==> config.mk <==
export PLATFORM = sky130hd
export DESIGN_NAME = wb_protocol_monitor
export DESIGN_NICKNAME = d
export VERILOG_FILES = /design/src/rtl/wb_protocol_monitor.sv
export SDC_FILE = /design/constraint.sdc
export NUM_CORES = 1
export LEC_CHECK = 0
export ABC_AREA = 1
export CELL_PAD_IN_SITES_DETAIL_PLACEMENT = 1
export CELL_PAD_IN_SITES_GLOBAL_PLACEMENT = 1
export CORE_AREA = 8 8 140 168
export CTS_CLUSTER_DIAMETER = 50
export DETAILED_ROUTE_END_ITERATION = 16
export DIE_AREA = 0 0 148 176
export PLACE_DENSITY_LB_ADDON = 0.1
export SLEW_MARGIN = 30
export SYNTH_ARGS = -nofsm -noshare
export SYNTH_HDL_FRONTEND = slang
export SYNTH_SLANG_ARGS = --single-unit
==> constraint.sdc <==
create_clock -name wb_clk_i -period 3.85 [get_ports wb_clk_i]
set_input_delay 0.5775 -clock wb_clk_i [delete_from_list [all_inputs] [get_ports wb_clk_i]]
set_output_delay 0.5775 -clock wb_clk_i [all_outputs]
set_load 0.05 [all_outputs]
==> src/rtl/wb_protocol_monitor.sv <==
// Passive Wishbone B4 protocol monitor: taps a slave port, flags rule violations
// and keeps sticky/first-violation records plus transfer and violation counters.
module wb_protocol_monitor #(
    parameter int unsigned DW        = 32,
    parameter int unsigned AW        = 26,
    parameter int unsigned PIPELINED = 0,
    parameter int unsigned TIMEOUT   = 256,
    parameter int unsigned MAX_OUTST = 4,
    parameter int unsigned CNT_W     = 16
) (
    input  logic                           wb_clk_i,
    input  logic                           wb_rst_i,
    input  logic                           wb_cyc_i,
    input  logic                           wb_stb_i,
    input  logic                           wb_we_i,
    input  logic [AW-1:0]                  wb_adr_i,
    input  logic [DW/8-1:0]                wb_sel_i,
    input  logic [DW-1:0]                  wb_dat_i,
    input  logic                           wb_ack_o,
    input  logic                           wb_err_o,
    input  logic                           wb_rty_o,
    input  logic                           wb_stall_o,
    input  logic                           clr_i,
    output logic                           viol_pulse_o,
    output logic [7:0]                     viol_sticky_o,
    output logic [2:0]                     first_viol_o,
    output logic                           first_valid_o,
    output logic [CNT_W-1:0]               viol_cnt_o,
    output logic [CNT_W-1:0]               rd_cnt_o,
    output logic [CNT_W-1:0]               wr_cnt_o,
    output logic [$clog2(MAX_OUTST+1):0]   outst_o
);

    localparam int unsigned SW   = DW / 8;
    localparam int unsigned OW   = $clog2(MAX_OUTST + 1) + 1;
    localparam int unsigned TW   = $clog2(TIMEOUT + 1);
    localparam bit          PIPE = (PIPELINED != 0);

    logic          term;
    logic          req;
    logic          accept;
    logic          held_now;
    logic          held_q;
    logic          cyc_q;
    logic          multi_term;
    logic          changed;
    logic          waiting;
    logic          wait_hit;
    logic          any_v;
    logic [7:0]    v;
    logic [2:0]    low_idx;
    logic [OW-1:0] outst_q;
    logic [OW-1:0] outst_nxt;
    logic [TW-1:0] wait_q;
    logic [TW-1:0] wait_nxt;
    logic [AW-1:0] adr_q;
    logic          we_q;
    logic [SW-1:0] sel_q;
    logic [DW-1:0] dat_q;

    // Bus qualifiers
    always_comb begin
        term       = wb_ack_o | wb_err_o | wb_rty_o;
        req        = wb_cyc_i & wb_stb_i;
        accept     = PIPE ? (req & ~wb_stall_o) : (req & wb_ack_o);
        held_now   = PIPE ? (req & wb_stall_o) : (req & ~term);
        multi_term = (wb_ack_o & wb_err_o) | (wb_ack_o & wb_rty_o) | (wb_err_o & wb_rty_o);
        changed    = (wb_adr_i != adr_q) | (wb_we_i != we_q) | (wb_sel_i != sel_q)
                   | (wb_we_i & (wb_dat_i != dat_q));
    end

    // Termination watchdog: restarts after each hit so the flag repeats every TIMEOUT cycles
    always_comb begin
        waiting  = wb_cyc_i & ~term &
                   (PIPE ? ((outst_q != '0) | (wb_stall_o & wb_stb_i)) : wb_stb_i);
        wait_hit = waiting & (wait_q == TW'(TIMEOUT - 1));
        wait_nxt = '0;
        if (waiting && !wait_hit) begin
            wait_nxt = wait_q + TW'(1);
        end
    end

    // Outstanding tracker, pipelined only; a simultaneous accept and term nets to zero
    always_comb begin
        outst_nxt = outst_q;
        if (!PIPE || !wb_cyc_i) begin
            outst_nxt = '0;
        end else if (accept && !term) begin
            if (outst_q < OW'(MAX_OUTST)) begin
                outst_nxt = outst_q + OW'(1);
            end
        end else if (term && !accept) begin
            if (outst_q != '0) begin
                outst_nxt = outst_q - OW'(1);
            end
        end
    end

    // Violation vector
    always_comb begin
        v    = '0;
        v[0] = wb_stb_i & ~wb_cyc_i;
        v[1] = term & ~wb_cyc_i;
        v[2] = multi_term;
        v[3] = held_q & req & changed;
        v[4] = wait_hit;
        v[5] = wb_cyc_i & term & (PIPE ? (outst_q == '0) : ~wb_stb_i);
        v[6] = PIPE & accept & ~term & (outst_q >= OW'(MAX_OUTST));
        v[7] = cyc_q & ~wb_cyc_i & (PIPE ? ((outst_q != '0) & ~term) : held_q);
        any_v = |v;
    end

    always_comb begin
        low_idx = 3'd0;
        for (int i = 7; i >= 0; i--) begin
            if (v[i]) begin
                low_idx = 3'(i);
            end
        end
    end

    // Protocol trackers; unaffected by clr_i
    always_ff @(posedge wb_clk_i or posedge wb_rst_i) begin
        if (wb_rst_i) begin
            outst_q <= '0;
            wait_q  <= '0;
            held_q  <= 1'b0;
            cyc_q   <= 1'b0;
            adr_q   <= '0;
            we_q    <= 1'b0;
            sel_q   <= '0;
            dat_q   <= '0;
        end else begin
            outst_q <= outst_nxt;
            wait_q  <= wait_nxt;
            held_q  <= held_now;
            cyc_q   <= wb_cyc_i;
            if (req) begin
                adr_q <= wb_adr_i;
                we_q  <= wb_we_i;
                sel_q <= wb_sel_i;
                dat_q <= wb_dat_i;
            end
        end
    end

    // Violation records; a violation coinciding with clr_i is kept as the new record
    always_ff @(posedge wb_clk_i or posedge wb_rst_i) begin
        if (wb_rst_i) begin
            viol_pulse_o  <= 1'b0;
            viol_sticky_o <= '0;
            first_viol_o  <= '0;
            first_valid_o <= 1'b0;
            viol_cnt_o    <= '0;
        end else begin
            viol_pulse_o <= any_v;
            if (clr_i) begin
                viol_sticky_o <= v;
                viol_cnt_o    <= any_v ? CNT_W'(1) : '0;
                first_valid_o <= any_v;
                first_viol_o  <= any_v ? low_idx : 3'd0;
            end else if (any_v) begin
                viol_sticky_o <= viol_sticky_o | v;
                if (viol_cnt_o != '1) begin
                    viol_cnt_o <= viol_cnt_o + CNT_W'(1);
                end
                if (!first_valid_o) begin
                    first_viol_o  <= low_idx;
                    first_valid_o <= 1'b1;
                end
            end
        end
    end

    // Transfer counters; an accept in the clearing cycle counts as the first new transfer
    always_ff @(posedge wb_clk_i or posedge wb_rst_i) begin
        if (wb_rst_i) begin
            rd_cnt_o <= '0;
            wr_cnt_o <= '0;
        end else if (clr_i) begin
            rd_cnt_o <= (accept && !wb_we_i) ? CNT_W'(1) : '0;
            wr_cnt_o <= (accept && wb_we_i) ? CNT_W'(1) : '0;
        end else if (accept) begin
            if (wb_we_i) begin
                wr_cnt_o <= wr_cnt_o + CNT_W'(1);
            end else begin
                rd_cnt_o <= rd_cnt_o + CNT_W'(1);
            end
        end
    end

    assign outst_o = outst_q;

endmodule

# Word level (Yosys, flattened, before mapping)
# Index checks and enable logic that the tools add are counted.
[word_totals]
ramBits = 0
out_inout_bits = 65
rom_bits = 0
register_bits = 135
in_bits = 72
latch_bits = 0
wordCells = 97
memories = 0
[op_classes]
magnitude_cmp = 0
mux = 28
multipliers = 0
div_mod_pow = 0
bitwise = 29
shift = 0
n_eq_ne = 8
reduce_logical = 14
add_sub_neg = 4
[ops]
columns = ["operator", "n"]
rows = [
  ["2-to-1 mux 16 bit", 9],
  ["adder 16 x 1 -> 16 bit (second input constant)", 3],
  ["2-to-1 mux 3 bit", 11],
  ["!= test 32 bit", 1],
  ["!= test 26 bit", 1],
  ["AND 1 bit", 18],
  ["2-to-1 mux 8 bit", 2],
  ["!= test 16 bit (second input constant)", 1],
  ["adder 9 x 1 -> 9 bit (second input constant)", 1],
  ["== test 9 x 8 -> 1 bit (second input constant)", 1],
  ["2-to-1 mux 9 bit", 1],
  ["bitwise OR 8 bit", 1],
  ["AND reduction 2 bit", 4],
  ["nonzero test 2 bit", 4],
  ["bitwise OR 1 bit", 7],
  ["OR reduction 7 bit", 1],
  ["2-to-1 mux 1 bit", 5],
  ["!= test 4 bit", 1],
  ["logical AND 1 bit", 3],
  ["NOT 1 bit", 3],
  ["zero test 1 bit", 2],
  ["!= test 2 x 1 -> 1 bit (second input constant)", 1],
  ["!= test 2 bit (second input constant)", 1],
  ["!= test 1 bit", 1],
]

# Depth between registers and ports, before layout
# Gate-level depths: netlist (run 1).
[logic_depth]
depth_word = 14
ltp_mapped = 16
ltp_nobuf = 16

# Worst setup path before layout (run 1)
# OpenSTA, ideal clock, no wires.
[synth_path]
path_type = "reg-to-reg"
from = "register viol_cnt_o[0]"
to = "register viol_cnt_o[0]"
n_path_buf = 1
path_stages_with_launch = 10
synth_period_minus_slack_ns = 2.164
slack_ns = 1.686
arrival_ns = 2.044
required_time_ns = 3.730
setup_ns = 0.120
cell_sequence = "dfrtp_1 > ha_1 > nand2_1 > nor3_2 > nand2_1 > nor4_2 > nand2_1 > buf_2 > nand3_1 > nand2_1"
[synth_between]
elab_chain_len = 4
word_cells_on_any_way = 7
classes_between = "add/sub: 1; eq/ne: 1; mux: 3; reduce/logical: 2"
[synth_rtl]
columns = ["element", "line_no", "source"]
rows = [
  ["from (decl)", "28", "output logic [CNT_W-1:0] viol_cnt_o,"],
  ["from (signal assigned)", "159", "viol_cnt_o <= any_v ? CNT_W'(1) : '0;"],
  ["from (signal assigned)", "165", "viol_cnt_o <= viol_cnt_o + CNT_W'(1);"],
  ["adder 16 x 1 -> 16 bit", "165", ""],
  ["2-to-1 mux 16 bit", "164", "if (viol_cnt_o != '1) begin"],
  ["2-to-1 mux 16 bit", "162", "end else if (any_v) begin"],
  ["2-to-1 mux 16 bit", "157", "if (clr_i) begin"],
]
# Several ways; a longest one is shown, not always the timed one. The select of a mux whose other input is x is not followed.
# A chain may end at the register's enable or synchronous reset.

# Worst setup path in the final report (run 1)
[layout_path]
from = "register viol_cnt_o[0]"
to = "register viol_cnt_o[6]"
# Same word-level chain as after synthesis.

==> impl_metrics.csv, run 1 <==
group,metric,value,unit
timing,hold_viol,0,
timing,setup_viol,0,
yosys,synth_seq_cells,134,
placement,placed_cell_area,8560,um^2
detailed_routing,drt_iter0_drc,179,
detailed_routing,drt-total-wl,19.0,mm
clocking,cts_buffers,17,
yosys,synth_cell_types,40,
worst_setup_path,crit_path_start_kind,"register",
floorplan,core_area,20800,um^2
yosys,synth_top_cell_by_area,"dfrtp_1",
grt,grt_pass1_vias,6614,
clocking,cts.sinks,134,
power_and_ir_drop,power_density,409,nW/um^2
outcome,run_status,"complete, no violations",
yosys,synth-warning-count,0,
worst_setup_path,reg2reg_slack,1.36,ns
timing,holdWs,0.465,ns
detailed_routing,via_count,6067,
power_and_ir_drop,power_leakage,4.26,nW
grt,grt_start_max_net_pins,50,
cells_and_area,nets,1104,
clocking,clockBufferDepth,2,
cells_and_area,drive_gt1_share,6.35,%
floorplan,die-height,176,um
yosys,syn-cell-area,6950,um^2
grt,track_usage,15.2,%
timing,fin_setup_tns,0,ns
timing,worst_slack,1.36,ns
floorplan,ioPinCount,137,
timing,worstMarginPinSlew,0.705,ns
floorplan,initial_utilization,33.5,%
yosys,seq_area_frac_synth,48.3,%
floorplan,die_w,148,um
worst_setup_path,end_kind,"register",
yosys,synth.top_cell.area_share,48.3,%
detailed_routing,viasPerCell,4.63,
cells_and_area,num-fill-cells,2557,
worst_setup_path,cp_max_fo,17,
clocking,post_cts_buffers,0,
floorplan,num_rows,58,
yosys,synth.avg_cell_area,7.80,um^2
timing,max_freq,401,MHz
run,cap_violations,0,
clocking,cts_root_buf,"clkbuf_16",
timing,finalClockSkew,0.0111,ns
timing,fin_crit,2.49,ns
clocking,insertion_delay,0.42,ns
detailed_routing,first_pass_iters,4,
timing,rsz0062_at_grt,"false",
placement,place.port_buffers,130,
clocking,clk_pin_slew_worst_paths,0.06,ns
clocking,cts_hold_buf,0,
grt,grt_pass1_wl,32.2,mm
grt,overflow,0,
detailed_routing,final_antenna_net_count,0,
timing,report.final.slew_viol_count,0,
timing,fin_crit_sh,64.7,%
timing,relSlewSlack,52.9,%
cells_and_area,final_util,44.1,%
clocking,htree_levels,4,
detailed_routing,wl_per_cell,14.5,um
cells_and_area,syn_to_final_growth,31.6,%
floorplan,die_area,26000,um^2
clocking,cts_tree,"yes",
placement,dp_hpwl,14.3,mm
detailed_routing,drc,0,
worst_setup_path,required,4.20,ns
cells_and_area,fin_area,9140,um^2
hold_path,min-delay-path-class,"reg2reg",
power_and_ir_drop,ir_drop,0.000323,V
yosys,syn_inst,891,
worst_setup_path,worstSetupPathType,"reg2reg",
grt,antenna_found_initial,1,
worst_setup_path,critical_path_arrival,2.85,ns
placement,pre_cts_ws,0.942,ns
clocking,cts.repair.resized,0,
yosys,synth_area_leaders,"dfrtp_1 (48%), nand2_1 (18%), xor2_1 (4.5%)",
placement,gp_congestion,0.758,
==> routing by layer <==
| metal | global-route usage [%] | vias to the layer above | wire (um) |
|---|---|---|---|
| li1 | - | 3058 | - |
| met1 | 17.2 | 2891 | 8240 |
| met2 | 27.4 | 104 | 9660 |
| met3 | 3.87 | 14 | 851 |
| met4 | 4.81 | 0 | 231 |
| met5 | 0 | - | 0 |
==> cell type report <==
type | instances | area (um^2) | area share (%)
repair buffers | 140 | 1390 | 15.2
diodes | 1 | 2.50 | 0.0274
clock buffers | 18 | 439 | 4.80
clock inverters | 14 | 140 | 1.53
inverters | 76 | 289 | 3.16
well taps | 270 | 338 | 3.69
flip-flops and latches | 134 | 3350 | 36.7
multi-input cells | 658 | 3190 | 34.9
==> final timing paths <==
path,from,end,cells after the start
worst min-delay path,wait_q[0],wait_q[0],1
max in group asynchronous,wb_rst_i,dat_q[2],3
worst max register to register,viol_cnt_o[0],viol_cnt_o[6],9
worst min register to register,wait_q[0],wait_q[0],1
min in group asynchronous,wb_rst_i,dat_q[29],2
worst max-delay path,viol_cnt_o[0],viol_cnt_o[6],9
==> flip-flops by register name, summed over array words and instances (netlist names) <==
register / count
cyc_q: 1
viol_pulse_o: 1
wr_cnt_o: 16
dat_q: 32
first_viol_o: 3
rd_cnt_o: 16
sel_q: 4
viol_sticky_o: 7
held_q: 1
first_valid_o: 1
adr_q: 26
viol_cnt_o: 16
wait_q: 9
we_q: 1
==> critical path: stages (launching register included) <==
cell and delay, ns:
dfrtp_1 0.49, ha_1 0.22, nand2_1 0.10, nor3_2 0.29
nand2_1 0.15, nor4_2 0.15, nand2_1 0.46, nand2_4 0.40
nand2_1 0.09, nand2_1 0.07
==> stage by stage <==
step / instances / power [mW]
2_1_floorplan: 895 / 1.95
3_3_place_gp: 1278 / 2.15
3_5_place_dp: 1278 / 2.16
4_1_cts: 1310 / 3.81
5_1_grt: 1311 / 3.94
6_report: 1311 / 3.74
==> synth_stat cells <==
| cell | count |
|---|---|
| o22ai_1 | 1 |
| nor2_1 | 80 |
| nand3_1 | 38 |
| nand2_4 | 1 |
| nor2_2 | 3 |
| nor4_2 | 1 |
| o21ai_1 | 3 |
| nand3_2 | 3 |
| nor3b_1 | 6 |
| buf_1 | 4 |
| conb_1 | 1 |
| xnor2_1 | 30 |
| nor3_2 | 4 |
| buf_2 | 1 |
| nand2_1 | 338 |
| nor4b_1 | 1 |
| a21o_1 | 1 |
| a31oi_1 | 2 |
| nor3_4 | 1 |
| o21a_1 | 2 |
| buf_4 | 6 |
| o21bai_1 | 1 |
| and3_1 | 2 |
| dfrtp_1 | 134 |
| nor3_1 | 15 |
| o21ai_0 | 37 |
| a21oi_1 | 24 |
| mux2_2 | 1 |
| nor4_1 | 3 |
| clkbuf_1 | 15 |
| inv_1 | 73 |
| nand4_1 | 8 |
| nor2_4 | 1 |
| ha_1 | 5 |
| buf_6 | 1 |
| and3_2 | 1 |
| nand2_2 | 3 |
| nand3_4 | 1 |
| xor2_1 | 36 |
| inv_2 | 3 |
==> cells in the final DEF, fill, tap and decap left out, types with 2 or more instances in the layout <==
master and n:
a21oi_1 24, a31oi_1 2, and3_1 2, buf_4 9, clkbuf_16 17, clkdlybuf4s50_1 130
clkinv_4 2, clkinvlp_4 3, conb_1 5, dfrtp_1 134, ha_1 5, inv_1 72
inv_2 3, inv_6 7, nand2_1 338, nand2_2 3, nand3_1 38, nand3_2 3
nand4_1 8, nor2_1 80, nor2_2 3, nor3_1 15, nor3_2 4, nor3b_1 6
nor4_1 3, o21a_1 2, o21ai_0 37, o21ai_1 3, xnor2_1 30, xor2_1 36
==> power by group <==
part           internal, mW  switching [mW]  total, mW
clock network         0.926           0.688       1.61
logic                 0.228           0.308      0.536
registers              1.51          0.0766       1.59
total                  2.66            1.07       3.74
==> kinds of logic (layout without fill, tap and decap cells) <==
| family | after synthesis | after routing | share of synthesized area (%) |
|---|---|---|---|
| AND/OR/NAND/NOR | 510 | 510 | 31.0 |
| flip-flops | 134 | 134 | 48.3 |
| buffers and inverters | 103 | 248 | 6.01 |
| AO/OA/AOI/OAI | 71 | 71 | 5.31 |
| XOR/XNOR | 66 | 66 | 8.32 |
| adder cells (fa/ha/maj) | 5 | 5 | 0.900 |
| other | 1 | 6 | 0.0540 |
| multiplexers | 1 | 1 | 0.162 |
(Power assumes the default switching activity.)
==> run 2: changes to the inputs <==
Clock period 3.85 ns to 2.2 ns, I/O delays scaled along.
==> run 2 against run 1 <==
Sequential share of layout area decreased by 1.8 points. Sequential power increased by 74%. Design area increased by 5.1%. Clock-buffer cell count unchanged. Wire length increased by 2.1%. Utilization increased by 2.2 points. Combinational power increased by 88%. Non-clock buffer count increased by 48. Critical endpoint is now viol_cnt_o[8]. Largest cell class unchanged.
==> impl_metrics.csv, run 2 (synthesized netlist as in run 1, its figures left out) <==
group,metric,value,unit
power_and_ir_drop,ir_drop,0.000546,V
clocking,cts_root_buf,"clkbuf_16",
worst_setup_path,worstSetupPathType,"reg2out",
worst_setup_path,end_kind,"primary output",
timing,fin_crit_sh,94.5,%
grt,overflow,0,
grt,grt_pass1_wl,32.9,mm
hold_path,min-delay-path-class,"in2async",
cells_and_area,nets,1153,
detailed_routing,via_count,6270,
worst_setup_path,cp.buffers_inverters,1,
power_and_ir_drop,power_leakage,4.52,nW
detailed_routing,first_pass_iters,4,
detailed_routing,wl_per_cell,14.3,um
worst_setup_path,crit_path_start_kind,"register",
cells_and_area,syn_to_final_growth,38.2,%
cells_and_area,multi_input_area,3260,um^2
grt,grt_pass1_vias,6788,
cells_and_area,register_area,3350,um^2
timing,fin_setup_tns,0,ns
worst_setup_path,crit_cells,1,
cells_and_area,diodes,0,
cells_and_area,final_util,46.3,%
run,cap_violations,0,
worst_setup_path,reg2reg_depth,15,
detailed_routing,final_antenna_net_count,0,
timing,report.final.slew_viol_count,0,
floorplan,die_area,26000,um^2
cells_and_area,largest_register_ffs,32,
clocking,htree_levels,4,
worst_setup_path,required,1.87,ns
floorplan,initial_utilization,33.5,%
cells_and_area,drive_gt1_share,11.4,%
detailed_routing,viasPerCell,4.62,
clocking,cts_hold_buf,0,
timing,setup_viol,0,
floorplan,core_area,20800,um^2
detailed_routing,drc,0,
clocking,insertion_delay,0.42,ns
grt,track_usage,15.5,%
cells_and_area,reg_top3,"dat_q x32, adr_q x26",
floorplan,die_w,148,um
worst_setup_path,cp_max_fo,5,
outcome,run_status,"complete, no violations",
timing,hold_viol,0,
cells_and_area,num-fill-cells,2535,
timing,fin_crit,2.08,ns
timing,worstMarginPinSlew,0.553,ns
cells_and_area,final_common_cell,"nand2_1",
power_and_ir_drop,power_density,692,nW/um^2
timing,max_freq,481,MHz
worst_setup_path,critical_path_arrival,1.75,ns
floorplan,die-height,176,um
detailed_routing,drt-total-wl,19.4,mm
clocking,clockBufferDepth,2,
cells_and_area,regMostFlops,"dat_q",
cells_and_area,final_cell_mix,"nand2_1 (333), dfrtp_1 (134), clkdlybuf4s50_1 (130)",
clocking,clk_pin_slew_worst_paths,0.06,ns
worst_setup_path,critPathTopFamily,"buffers and inverters",
worst_setup_path,max_stage_delay,0.86,ns
timing,finalClockSkew,0.0114,ns
clocking,cts.sinks,134,
clocking,cts_tree,"yes",
worst_setup_path,path_cells,"clkdlybuf4s50_1",
clocking,cts_buffers,17,
floorplan,ioPinCount,137,
detailed_routing,drt_iter0_drc,187,
floorplan,num_rows,58,
timing,relSlewSlack,63.0,%
placement,dp_hpwl,14.2,mm
placement,gp_congestion,0.744,
grt,antenna_found_initial,0,
grt,grt_start_max_net_pins,96,
timing,holdWs,0.451,ns
placement,place.port_buffers,130,
worst_setup_path,crit_slowest_cell,"clkdlybuf4s50_1",
[run 2: final cells by class]
type / count / area share, %
sequential: 134 / 34.9
clock inverter: 13 / 1.65
clock buffer: 18 / 4.47
timing repair buffer: 188 / 18.5
multi-input combinational: 659 / 33.9
inverter: 76 / 3.01
tap: 270 / 3.52
[run 2: metrics by stage]
step                      total power [mW]  cell area, um^2  std cells  worst slack (ns)
after global placement                3.80             8870       1318            -0.267
final                                 6.65             9610       1358             0.122
after detailed placement              3.82             8870       1318            -0.311
after global routing                  7.01             9610       1358          -0.00220
after floorplan                       3.40             6970        895            0.0363
after CTS                             6.76             9460       1349            0.0368
[run 2: path summary, 6_finish.rpt]
| path | start | to | slack [ns] |
|---|---|---|---|
| min reg2reg | first_viol_o[1] | first_viol_o[1] | 0.48 |
| max | viol_cnt_o[8] | viol_cnt_o[8] | 0.12 |
| min in group wb_clk_i | first_viol_o[1] | first_viol_o[1] | 0.48 |
| max reg2reg | wait_q[0] | viol_cnt_o[7] | 0.15 |
| max in group asynchronous | wb_rst_i | viol_cnt_o[1] | 1.33 |
| min | wb_rst_i | dat_q[28] | 0.45 |
[run 2: metal layers]
layer	routed length (um)	up-vias	track usage, %	share of wire, %
met5	0	-	0	0
met4	218	0	4.43	1.1
met3	789	14	3.59	4.1
met2	9790	102	27.5	50
met1	8590	3004	18.2	44
li1	-	3150	-	-
[run 2: what timing repair did]
item	4_1_cts	5_1_grt
gates resized for setup	0	15
endpoints found under the setup margin	0	20
setup buffers	0	7
[run 2: power by group]
group / internal [mW] / switching (mW)
registers: 2.64 / 0.127
logic: 0.443 / 0.566
clock network: 1.77 / 1.10
